--- config.mk ---
export PLATFORM = sky130hd
export DESIGN_NAME = first_layer_scheduler
export DESIGN_NICKNAME = d
export VERILOG_FILES = /design/src/rtl/first_layer_scheduler.sv
export SDC_FILE = /design/constraint.sdc
export NUM_CORES = 1
export LEC_CHECK = 0
export CAP_MARGIN = 20
export CELL_PAD_IN_SITES_DETAIL_PLACEMENT = 1
export CELL_PAD_IN_SITES_GLOBAL_PLACEMENT = 2
export CORE_MARGIN = 1.5
export CORE_UTILIZATION = 28
export CTS_CLUSTER_DIAMETER = 120
export DETAILED_ROUTE_END_ITERATION = 8
export PLACE_DENSITY = 0.82
export SLEW_MARGIN = 20
export SYNTH_ARGS = -nofsm -noshare
export SYNTH_HDL_FRONTEND = slang
export SYNTH_SLANG_ARGS = --single-unit
--- constraint.sdc ---
create_clock -name clk -period 2.6 [get_ports clk]
set_input_delay 0.26 -clock clk [delete_from_list [all_inputs] [get_ports clk]]
set_output_delay 0.26 -clock clk [all_outputs]
set_load 0.02 [all_outputs]
--- src/rtl/first_layer_scheduler.sv ---
// First-layer scheduler: sequences the forward (weighted-sum) and update passes
// across NCELL first-layer cells, streams the binary image one pixel per cycle
// and collects per-cell completion pulses with a bounded wait.
//
// state      | meaning
// -----------+---------------------------------------------------------------
// IDLE       | waiting for start_forward / start_update
// FWD_ISSUE  | one cycle: broadcast start_state1, clear flags/counter/error
// FWD_STREAM | NPIXEL cycles: pixel_addr walks 0..NPIXEL-1, pixel broadcast
// FWD_WAIT   | collect end_state1 from every cell, bounded by TIMEOUT
// UPD_ISSUE  | one cycle: broadcast update_first_layer, clear flags/counter/error
// UPD_WAIT   | collect end_state6 from every cell, bounded by TIMEOUT
module first_layer_scheduler #(
    parameter int NPIXEL     = 784,
    parameter int COUNT_BIT1 = 10,
    parameter int NCELL      = 32,
    parameter int TIMEOUT    = 2048
) (
    input  logic                  clk,
    input  logic                  reset,
    input  logic                  start_forward,
    input  logic                  start_update,
    input  logic                  pixel_data,
    input  logic [NCELL-1:0]      end_state1,
    input  logic [NCELL-1:0]      end_state6,
    output logic [COUNT_BIT1-1:0] pixel_addr,
    output logic                  pixel_multiply,
    output logic                  start_state1,
    output logic                  update_first_layer,
    output logic                  busy,
    output logic                  fwd_done,
    output logic                  upd_done,
    output logic                  timeout_err
);

    localparam int CNT_W = $clog2(TIMEOUT + 1);
    localparam logic [COUNT_BIT1-1:0] LAST_ADDR = COUNT_BIT1'(NPIXEL - 1);
    localparam logic [CNT_W-1:0]      LAST_WAIT = CNT_W'(TIMEOUT - 1);

    typedef enum logic [2:0] {
        IDLE       = 3'd0,
        FWD_ISSUE  = 3'd1,
        FWD_STREAM = 3'd2,
        FWD_WAIT   = 3'd3,
        UPD_ISSUE  = 3'd4,
        UPD_WAIT   = 3'd5
    } state_t;

    state_t                  state_q, state_d;
    logic [COUNT_BIT1-1:0]   addr_q, addr_d;
    logic [NCELL-1:0]        flags_q, flags_d;
    logic [CNT_W-1:0]        cnt_q, cnt_d;
    logic                    terr_q, terr_d;

    logic [NCELL-1:0]        flags_hit;
    logic                    all_done;
    logic                    wait_expired;

    // Sticky flags merged with this cycle's pulses; only the active pass's
    // completion bus is listened to, so a late end_state1 counts the same cycle.
    always_comb begin
        flags_hit = flags_q;
        case (state_q)
            FWD_STREAM, FWD_WAIT: flags_hit = flags_q | end_state1;
            UPD_WAIT:             flags_hit = flags_q | end_state6;
            default:              flags_hit = flags_q;
        endcase
        all_done     = &flags_hit;
        wait_expired = (cnt_q == LAST_WAIT);
    end

    // State register
    always_ff @(posedge clk or posedge reset) begin
        if (reset) begin
            state_q <= IDLE;
        end else begin
            state_q <= state_d;
        end
    end

    // Next-state logic; completion is checked before the timeout
    always_comb begin
        state_d = state_q;
        case (state_q)
            IDLE: begin
                if (start_forward) begin
                    state_d = FWD_ISSUE;
                end else if (start_update) begin
                    state_d = UPD_ISSUE;
                end
            end
            FWD_ISSUE:  state_d = FWD_STREAM;
            FWD_STREAM: if (addr_q == LAST_ADDR) state_d = FWD_WAIT;
            FWD_WAIT:   if (all_done || wait_expired) state_d = IDLE;
            UPD_ISSUE:  state_d = UPD_WAIT;
            UPD_WAIT:   if (all_done || wait_expired) state_d = IDLE;
            default:    state_d = IDLE;
        endcase
    end

    // Datapath next values: pixel address, done flags, wait counter, error flag
    always_comb begin
        addr_d  = addr_q;
        flags_d = flags_hit;
        cnt_d   = cnt_q;
        terr_d  = terr_q;
        case (state_q)
            IDLE: begin
                // Address restarts at 0 so FWD_ISSUE already presents pixel 0.
                if (start_forward) addr_d = '0;
            end
            FWD_ISSUE, UPD_ISSUE: begin
                flags_d = '0;
                cnt_d   = '0;
                terr_d  = 1'b0;
            end
            FWD_STREAM: begin
                // Address parks on the last pixel through FWD_WAIT and IDLE.
                if (addr_q != LAST_ADDR) addr_d = addr_q + 1'b1;
            end
            FWD_WAIT, UPD_WAIT: begin
                cnt_d = cnt_q + 1'b1;
                if (!all_done && wait_expired) terr_d = 1'b1;
            end
            default: ;
        endcase
    end

    // Datapath registers
    always_ff @(posedge clk or posedge reset) begin
        if (reset) begin
            addr_q  <= '0;
            flags_q <= '0;
            cnt_q   <= '0;
            terr_q  <= 1'b0;
        end else begin
            addr_q  <= addr_d;
            flags_q <= flags_d;
            cnt_q   <= cnt_d;
            terr_q  <= terr_d;
        end
    end

    // Outputs decoded from state; pixel path is combinational (0-cycle memory)
    always_comb begin
        pixel_addr         = addr_q;
        timeout_err        = terr_q;
        busy               = (state_q != IDLE);
        start_state1       = (state_q == FWD_ISSUE);
        update_first_layer = (state_q == UPD_ISSUE);
        pixel_multiply     = (state_q == FWD_STREAM) && pixel_data;
        fwd_done           = (state_q == FWD_WAIT) && all_done;
        upd_done           = (state_q == UPD_WAIT) && all_done;
    end

endmodule
## Yosys cells after proc, flatten, opt, wreduce, memory -nomap -nowiden

Index checks and enable logic that the tools add are counted.

- Register bits: 58
- Input bits: 69
- Output and inout bits: 17
- Logic and storage cells: 53

- Add/subtract/negate cells: 2
- Equal/unequal tests: 14
- Multiplexer cells: 13
- Bitwise gates (word level): 2
- Reductions and logical operators: 17

Operators by type and width:

| kind | number |
|---|---|
| $or A32 B32 Y32 | 2 |
| $pmux W32 S2 | 1 |
| $mux W32 | 1 |
| $reduce_and A32 Y1 | 1 |
| $pmux W12 S2 | 1 |
| $mux W10 | 2 |
| $pmux W10 S2 | 1 |
| $pmux W3 S5 | 1 |
| $add A12 B1 Y12 const B | 1 |
| $eq A12 B11 Y1 const B | 1 |
| $mux W3 | 4 |
| $add A10 B1 Y10 const B | 1 |
| $eq A10 B10 Y1 const B | 1 |
| $ne A10 B10 Y1 const B | 1 |
| $eq A3 B2 Y1 const B | 2 |
| $eq A3 B3 Y1 const B | 2 |
| $ne A2 B2 Y1 const B | 3 |
| $reduce_and A3 Y1 | 2 |
| $reduce_or A2 Y1 | 3 |
| $logic_and A1 B1 Y1 | 4 |
| $ne A2 B1 Y1 const B | 2 |
| $reduce_bool A2 Y1 | 2 |
| $eq A3 B1 Y1 const B | 1 |
| $logic_not A3 Y1 | 1 |
| other kinds (7) | 7 |

## Depth between registers and ports, before layout

Gate-level depths: netlist (run 1).

- Depth in word-level cells: 8
- Depth in mapped cells: 9
- Gate-level depth less buffers: 7

## Worst setup path before layout (run 1)

Ideal clock, no wire load.

- Path type: register to output
- From: register state_q[2]
- To: output port fwd_done
- Arrival time: 2.060 ns
- Data required time: 2.340 ns
- Path slack: 0.280 ns
- Cell stages (with the launch flop): 7
- Buffers on the path: 1
- Cell sequence: dfrtp_1 > nor2b_1 > buf_4 > a221oi_1 > nor4_1 > nand4_1 > nor4_1

- Cells in the longest elaborated chain, start to end: 5
- Elaborated cells on any way between the ends: 7
- Classes of those cells: 3 x eq/ne; 1 x mux; 3 x reduce/logical

Ends and longest elaborated chain:

| element | line | RTL |
|---|---|---|
| start: declaration | 49 | `state_t state_q, state_d;` |
| start signal: assignment | 77 | `state_q <= state_d;` |
| $eq A3 B2 Y1, on equally long branches | 63, 152 |  |
| $reduce_or A2 Y1 | 63 | `case (state_q)` |
| $pmux W32 S2 | 63 |  |
| $reduce_and A32 Y1 | 68 | `all_done = &flags_hit;` |
| $logic_and A1 B1 Y1 (*) | 152 | `fwd_done = (state_q == FWD_WAIT) && all_done;` |
| end: declaration | 31 | `output logic fwd_done,` |

Mark *: on every way between the ends. The rest lies on a longest branch, timed or not.

## Worst setup path in the final report (run 1)

- From: register state_q[1]
- To: output port fwd_done

The elaborated chain is that of the path after synthesis.

==> impl_metrics.json, run 1 <==
{
  "syn_avg_cell_area_um2": 9.595,
  "violations": "setup timing",
  "drv_cap": 0,
  "holdCritPathClass": "input pin to asynchronous set/reset pin",
  "ys_async_sr_fraction": 1.000,
  "place_ws_ps": -380.2,
  "peakVddDrop_uv": 343.3,
  "antenna_found_initial": 0,
  "hold_violations": 0,
  "crit_arrival_ps": 2480,
  "path_clk_slew_ps": 70,
  "max_slew_margin": 0.6076,
  "p_seq_frac": 0.314,
  "drcViolationCount": 0,
  "cts_made_buffers": 9,
  "register_area_mm2": 0.001451,
  "fp.coreArea_mm2": 0.009910,
  "cp_common_cell": "buf_4",
  "status": "finished, violations left",
  "die_area_mm2": 0.01097,
  "ant_nets": 0,
  "hold_buffers": 0,
  "critical_path_buf_inv_count": 3,
  "multi_input_area_mm2": 0.001501,
  "critPathSlowestCell": "dfrtp_1",
  "dr_total_vias": 2824,
  "p_int_mw": 2.900,
  "swShare": 0.3720,
  "grt_pass1_vias": 3070,
  "grt_max_degree": 28,
  "cts.sinks": 58,
  "grtUsageMet1": 0.2427,
  "fill_cells": 1132,
  "use_met2": 0.2829,
  "crit_chain": "and3b_2, buf_4, a221oi_1, nor4_2, nand2_1, buf_6, nor4_4, buf_4",
  "io_buffer_count": 85,
  "synth_edf_count": 0,
  "gp_congestion": 0.7484,
  "start_util": 0.2924,
  "worstPathRequired_ps": 2340,
  "synth-seq-cells": 58,
  "final_cell_mix": "clkdlybuf4s50_1, dfrtp_1, nor2_1, buf_4, nand2_1",
  "grt_overflow": 0,
  "grt_pass1_wl_um": 15680,
  "cts_tree": "yes",
  "setup_ws_ps": -140.7,
  "layout_worst_path_cycle_share": 1.054,
  "drive_gt1_frac": 0.1930,
  "clock_power_share": 0.225,
  "areaGrowthSynthToFinish_pct": 57.94,
  "dr.pass1.iters": 4,
  "worstMarginPinSlew_ps": 584.7,
  "viasPerCell": 5.016,
  "grt.busiest_layer": "met2",
  "critPathKind": "flop to output port",
  "die_h_um": 104.7,
  "hpwl_um": 6646,
  "p_leak_nw": 1.916,
  "clock_latency_ps": 340,
  "ioPinCount": 86,
  "hold_ws_ps": 278.7,
  "pwr_density_cell_mw_per_mm2": 1009,
  "cts_max_path_buffers": 2,
  "htree_levels": 3,
  "yosysUniqueCellTypes": 43,
  "drt-total-wl_um": 9589,
  "syn_inst": 302,
  "layout.cells.most_common": "clkdlybuf4s50_1",
  "cpPeakStageDelay_ps": 400,
  "dr.first_iter.drc_count": 103,
  "n_antenna_cell": 0,
  "power_frac_comb": 0.461,
  "yosys_warnings": 0,
  "synth.yosys.seq_area_share": 0.5009,
  "report.final.slew_viol_count": 0,
  "utilization": 0.4619,
  "post_drt_wl_per_cell_um": 17.03,
  "cts_root_buffer": "clkbuf_8",
  "crit_family": "simple AND/OR/NAND/NOR gates",
  "placed_cells_incl_taps": 538,
  "setup_viol": 2,
  "cp_max_fo": 11,
  "endpoint_kind": "output port",
  "fp-row-count": 36,
  "grt_setup_unrepaired": "yes",
  "start_kind": "flop",
  "synthesis.nets": 373,
  "nNetsFinal": 496,
  "synth_ff_type": "dfrtp_1",
  "min_period_ps": 2741,
  "use_met3": 0.04554,
  "syn_area_mm2": 0.002898,
  "timing.fmax_mhz": 364.9,
  "p_sw_mw": 1.718,
  "finalClockSkew_ps": 8.060,
  "fin_cells": 563,
  "die_w_um": 104.7,
  "grt_util_all_layers": 0.1796
}
## sequential cells by signal, indices dropped and copies added, names as in the netlist
name	cells
pixel_addr	10
timeout_err	1
cnt_q	12
flags_q	32
state_q	3
## through the flow
step           TNS (ps)  area [um2]  power (mW)
2_1_floorplan         0        2898       2.494
3_3_place_gp     -558.7        4081       3.242
3_5_place_dp     -673.7        4081       3.321
4_1_cts          -269.5        4466       4.500
5_1_grt          -442.4        4577       4.946
6_report         -190.4        4577       4.618
## layout make-up
class | instances | share of cell area
Multi-Input combinational cell | 227 | 0.3280
Sequential cell | 58 | 0.3171
Timing Repair Buffer | 127 | 0.2635
Tap cell | 133 | 0.03636
Clock buffer | 12 | 0.03171
Clock inverter | 4 | 0.02160
Inverter | 2 | 0.001640
## repair_timing
action | in CTS | in global routing
gates resized for setup | 31 | 18
endpoints found under the hold margin | 0 | 0
setup buffers | 5 | 6
setup endpoints to repair | 2 | 5
cloned | 1 | 0
pin swaps | 9 | 7
## logic make-up after synthesis
logic type,after synthesis,synth area share
AO/OA/AOI/OAI,67,0.1688
multiplexers,4,0.01425
buffers and inverters,17,0.03152
XOR/XNOR,10,0.03023
flip-flops,58,0.5009
adder cells (fa/ha/maj),2,0.008634
AND/OR/NAND/NOR,144,0.2457
## power by group through the flow
stage	clock network [mW]	registers, mW	logic, mW
finish	1.04	1.45	2.13
global route	1.11	1.48	2.35
CTS	1.06	1.43	2.01
detailed placement	0	1.44	1.88
global placement	0	1.43	1.81
floorplan	0	1.42	1.07
## synthesized netlist by cell type, drive strengths merged (7+ instances only)
| cell type | instances | area [um2] |
|---|---|---|
| dfrtp | 58 | 1451 |
| nor2 | 44 | 165.2 |
| a221oi | 32 | 280.3 |
| nand2 | 27 | 101.4 |
| o21ai | 23 | 115.1 |
| nand3 | 20 | 100.1 |
| nor2b | 16 | 100.1 |
| nor4 | 9 | 62.56 |
| xor2 | 9 | 78.83 |
| buf | 8 | 57.55 |
| clkbuf | 7 | 26.28 |
## routing by layer
layer / vias up / routed length [um] / share of wire
met5: - / 0 / 0
met4: 0 / 112 / 0.012
met3: 11 / 374 / 0.039
met2: 65 / 4562 / 0.48
met1: 1383 / 4540 / 0.47
li1: 1365 / - / -
## path summary, 6_finish.rpt
kind,start,to,slack (ps),cells after the start
hold reg to reg,cnt_q[11],cnt_q[11],480,1
min in group clk,cnt_q[11],cnt_q[11],480,1
max in group asynchronous,reset,cnt_q[9],1620,3
setup / recovery,state_q[1],fwd_done,-140,8
setup reg to reg,state_q[2],state_q[2],150,10
hold / removal,reset,flags_q[1],280,2
Note: power is estimated with default switching activity, not from simulation.
==> run 2, diff against run 1 <==
--- a/config.mk
+++ b/config.mk
@@ -9,10 +9,10 @@
 export CELL_PAD_IN_SITES_DETAIL_PLACEMENT = 1
 export CELL_PAD_IN_SITES_GLOBAL_PLACEMENT = 2
 export CORE_MARGIN = 1.5
-export CORE_UTILIZATION = 28
+export CORE_UTILIZATION = 30
 export CTS_CLUSTER_DIAMETER = 120
 export DETAILED_ROUTE_END_ITERATION = 8
-export PLACE_DENSITY = 0.82
+export PLACE_DENSITY = 0.87
 export SLEW_MARGIN = 20
 export SYNTH_ARGS = -nofsm -noshare
 export SYNTH_HDL_FRONTEND = slang
==> constraint.sdc (replaced) <==
create_clock -name clk -period 3.2 [get_ports clk]
set_input_delay 0.32 -clock clk [delete_from_list [all_inputs] [get_ports clk]]
set_output_delay 0.32 -clock clk [all_outputs]
set_load 0.02 [all_outputs]
==> run 2 against run 1 <==
The run now ends clean. Global-route usage up 0.63 points. Critical path type unchanged. Register-to-register slack better by 720 ps. Routed wire length down 6.3%. Highest routed layer unchanged. First-iteration DRC count down 13%. Die area down 6.5%. Count of clock-buffer cells in the layout unchanged. Critical path depth down 1.
==> impl_metrics.json, run 2 (synthesis results as in run 1) <==
{
  "status": "completed",
  "die_w_um": 101.3,
  "grt_setup_unrepaired": "no",
  "report.final.slew_viol_count": 0,
  "grt_pass1_wl_um": 14520,
  "worstPathRequired_ps": 2880,
  "cp_max_fo": 28,
  "layout.cells.most_common": "clkdlybuf4s50_1",
  "antenna_found_initial": 0,
  "r2r_slack_ps": 870,
  "crit_arrival_ps": 2630,
  "cts_made_buffers": 9,
  "die_h_um": 101.3,
  "gp_congestion": 0.7769,
  "viasPerCell": 5.217,
  "layout_worst_path_cycle_share": 0.9233,
  "dr_total_vias": 2744,
  "p_leak_nw": 1.665,
  "hpwl_um": 6408,
  "areaGrowthSynthToFinish_pct": 41.93,
  "nNetsFinal": 464,
  "timing.fmax_mhz": 338.4,
  "setup_viol": 0,
  "grt_max_degree": 59,
  "max_slew_margin": 0.4845,
  "finalSetupTns_ps": 0,
  "drv_cap": 0,
  "peakVddDrop_uv": 399.2,
  "post_drt_wl_per_cell_um": 17.08,
  "fin_cells": 526,
  "post-cts-setup-buffers": 0,
  "pwr_density_cell_mw_per_mm2": 781.5,
  "ant_nets": 0,
  "largest_reg_flops": 32,
  "start_util": 0.3121,
  "n_antenna_cell": 0,
  "hold_violations": 0,
  "cts_tree": "yes",
  "finalClockSkew_ps": 6.609,
  "drt-total-wl_um": 8983,
  "grt_overflow": 0,
  "drcViolationCount": 0,
  "cts_max_path_buffers": 2,
  "path_clk_slew_ps": 70,
  "ioPinCount": 86,
  "hold_ws_ps": 479.1,
  "htree_levels": 3,
  "holdCritPathClass": "flop to flop",
  "dr.first_iter.drc_count": 90,
  "grt_util_all_layers": 0.1860,
  "fp.coreArea_mm2": 0.009284,
  "endpoint_kind": "output port",
  "final_cell_mix": "clkdlybuf4s50_1, dfrtp_1, nor2_1, a221oi_1, nand2_1",
  "place_ws_ps": 203.1,
  "fp-row-count": 35,
  "setup_ws_ps": 245.3,
  "largest_register": "flags_q",
  "min_period_ps": 2955,
  "critPathKind": "flop to output port",
  "worstMarginPinSlew_ps": 773.3,
  "total_power_mw": 3.214,
  "grt_pass1_vias": 2850,
  "placed_cells_incl_taps": 511,
  "cts_root_buffer": "clkbuf_8",
  "clock_latency_ps": 340,
  "dr.pass1.iters": 4,
  "cts.sinks": 58,
  "die_area_mm2": 0.01026,
  "io_buffer_count": 85,
  "start_kind": "flop",
  "drive_gt1_frac": 0.07305
}
-- run 2: worst max-delay path: stages, from the launching register on --
cell	delay [ps]
dfrtp_2	450
nor2b_2	200
buf_12	200
a221oi_1	120
nor4_1	380
nand4_1	200
nor4_1	360
dlygate4sd2_1	380
-- run 2: per-stage QoR --
step,area [um2],utilization
after detailed placement,3929,0.4232
after CTS,4113,0.4430
after floorplan,2898,-
after global placement,3929,0.4232
final,4113,0.4430
after global routing,4113,0.4430
-- run 2: worst paths after layout --
kind,start,end,cells after the start
max,state_q[2],fwd_done,7
min,cnt_q[11],cnt_q[11],1
max reg2reg,state_q[2],state_q[2],8
min reg2reg,cnt_q[11],cnt_q[11],1
max in group asynchronous,reset,state_q[2],3
min in group asynchronous,reset,pixel_addr[9],3
-- run 2: power breakdown --
part           internal (mW)  leakage (nW)  total [mW]  switching [mW]
sequential              1.01         0.716        1.16           0.155
clock                  0.374        0.0962       0.662           0.288
combinational          0.579         0.853        1.39           0.813
-- run 2: routing by layer --
metal	up-vias	track usage	share of wire
met5	-	0	0
met4	0	0.07692	0.017
met3	11	0.04141	0.049
met2	65	0.2912	0.48
met1	1369	0.2495	0.46
li1	1299	-	-
-- run 2: area by class of cell --
| class | count | area [um2] |
|---|---|---|
| Fill cell | 1046 | 5171 |
| Inverter | 2 | 7.507 |
| Tap cell | 129 | 161.4 |
| Multi-Input combinational cell | 227 | 1358 |
| Sequential cell | 58 | 1453 |
| Clock inverter | 3 | 40.04 |
| Timing Repair Buffer | 95 | 948.4 |
| Clock buffer | 12 | 145.1 |
-- run 2: timing repair --
action / 4_1_cts / 5_1_grt
endpoints found under the setup margin: 2 / 0
hold buffers: 0 / 0
resized for setup: 3 / 0
hold endpoints to repair: 0 / 0
==> run 3, diff against run 2 <==
--- a/config.mk
+++ b/config.mk
@@ -8,11 +8,11 @@
 export CAP_MARGIN = 20
 export CELL_PAD_IN_SITES_DETAIL_PLACEMENT = 1
 export CELL_PAD_IN_SITES_GLOBAL_PLACEMENT = 2
-export CORE_MARGIN = 1.5
+export CORE_MARGIN = 10
 export CORE_UTILIZATION = 30
 export CTS_CLUSTER_DIAMETER = 120
 export DETAILED_ROUTE_END_ITERATION = 8
-export PLACE_DENSITY = 0.87
+export PLACE_DENSITY_LB_ADDON = 0.1
 export SLEW_MARGIN = 20
 export SYNTH_ARGS = -nofsm -noshare
 export SYNTH_HDL_FRONTEND = slang
==> run 3 against run 2 <==
Via count down 1.5%. Critical path depth grew 1. Register-to-register slack got worse by 200 ps. Worst setup slack got worse by 20 ps. Sequential power barely moved. Sequential cell count did not move. Combinational power hardly changed. First-iteration DRC count increased by 34%. Power is 3.9% higher. Maximum frequency decreased by 0.67%. Hold slack worse by 80 ps.
==> impl_metrics.json, run 3 (synthesis results as in run 1) <==
{
  "status": "completed",
  "clock_latency_ps": 340,
  "fp-row-count": 35,
  "place_ws_ps": 103.8,
  "cts_tree": "yes",
  "setup_viol": 0,
  "pwr_density_cell_mw_per_mm2": 793.8,
  "fin_cells": 531,
  "htree_levels": 3,
  "dr.pass1.iters": 4,
  "report.final.slew_viol_count": 0,
  "grt_pass1_vias": 2884,
  "drv_cap": 0,
  "setup_ws_ps": 225.3,
  "cts_made_buffers": 9,
  "endpoint_kind": "output port",
  "ant_nets": 0,
  "worstMarginPinSlew_ps": 680.3,
  "cp_max_fo": 26,
  "start_util": 0.3107,
  "min_period_ps": 2975,
  "die_h_um": 118.3,
  "finalClockSkew_ps": 8.963,
  "drive_gt1_frac": 0.09204,
  "grt_pass1_wl_um": 15790,
  "fp.coreArea_mm2": 0.009328,
  "timing.fmax_mhz": 336.2,
  "layout.cells.most_common": "clkdlybuf4s50_1",
  "cts_max_path_buffers": 2,
  "die_area_mm2": 0.01399,
  "total_power_mw": 3.339,
  "n_antenna_cell": 0,
  "antenna_found_initial": 0,
  "cts.sinks": 58,
  "final_cell_mix": "clkdlybuf4s50_1, dfrtp_1, nor2_1, a221oi_1, nand2_1",
  "grt_overflow": 0,
  "hold_buffers": 0,
  "fin_area_mm2": 0.004207,
  "largest_reg_flops": 32,
  "placed_cells_incl_taps": 514,
  "drcViolationCount": 0,
  "grt_setup_unrepaired": "no",
  "viasPerCell": 5.090,
  "p_leak_nw": 1.709,
  "cts_root_buffer": "clkbuf_8",
  "holdCritPathClass": "input pin to asynchronous set/reset pin",
  "hold_violations": 0,
  "nNetsFinal": 468,
  "dr.first_iter.drc_count": 121,
  "crit_arrival_ps": 2650,
  "finalSetupTns_ps": 0,
  "path_clk_slew_ps": 70,
  "peakVddDrop_uv": 460.6,
  "grt_util_all_layers": 0.1370,
  "critPathKind": "flop to output port",
  "largest_register": "flags_q",
  "gp_congestion": 0.7219,
  "io_buffer_count": 85,
  "dr_total_vias": 2703,
  "post_drt_wl_per_cell_um": 17.64,
  "grt_max_degree": 31,
  "layout_worst_path_cycle_share": 0.9296,
  "placed_area_mm2": 0.003964,
  "worstPathRequired_ps": 2880,
  "drt-total-wl_um": 9369,
  "die_w_um": 118.3,
  "ioPinCount": 86,
  "areaGrowthSynthToFinish_pct": 45.16,
  "start_kind": "flop",
  "max_slew_margin": 0.5448,
  "hpwl_um": 6912
}
[run 3: cell count changes in the layout (fill, tap and decap cells not counted), sizes merged]
cell	previous run	this run
buf	10	14
dlygate4sd2	2	1
clkbuf	12	13
bufinv	1	2
[run 3: final cells by class]
class,count,area [um2]
fill,1069,5121
sequential,58,1451
multi-input combinational,227,1370
timing repair buffer,99,987.2
tap,129,161.4
clock buffer,12,155.1
clock inverter,4,73.82
inverter,2,7.507
[run 3: where the power goes]
part	internal (mW)	switching (mW)	total (mW)
registers	1.00	0.149	1.15
logic	0.590	0.795	1.39
clock network	0.482	0.320	0.802
total	2.08	1.26	3.34
[run 3: worst max-delay path: stages, from the launching register on]
cell	delay, ps
dfrtp_1	400
and3b_1	290
buf_12	190
a221oi_1	120
nor4_2	340
nand4_1	230
nor3_2	260
and2_1	160
dlygate4sd2_1	330
[run 3: timing repair]
| item | CTS | global route |
|---|---|---|
| buffers inserted | 1 | 0 |
| pin swaps | 1 | 0 |
| endpoints found under the setup margin | 2 | 1 |
| resized for setup | 4 | 3 |
[run 3: per-layer routing]
layer  vias up  GRT usage  share of wire
li1       1312          -              -
met1      1318     0.1900           0.50
met2        63     0.2051           0.45
met3        10    0.02951          0.037
met4         0    0.04637          0.012
met5         -          0              0
[run 3: worst paths after layout]
check	startpoint	endpoint	slack (ps)	cells after the start
setup / recovery	state_q[1]	upd_done	230	8
hold reg to reg	cnt_q[6]	cnt_q[6]	490	1
setup reg to reg	state_q[2]	state_q[2]	670	9
min in group clk	cnt_q[6]	cnt_q[6]	490	1
hold / removal	reset	flags_q[5]	400	2
max in group asynchronous	reset	state_q[1]	2200	3
[run 3: per-stage QoR]
| step | hold WS, ps | utilization |
|---|---|---|
| after floorplan | 446.0 | - |
| after global placement | 459.5 | 0.4250 |
| after detailed placement | 482.1 | 0.4250 |
| after CTS | 414.7 | 0.4514 |
| after global routing | 453.6 | 0.4510 |
| final | 399.6 | 0.4510 |
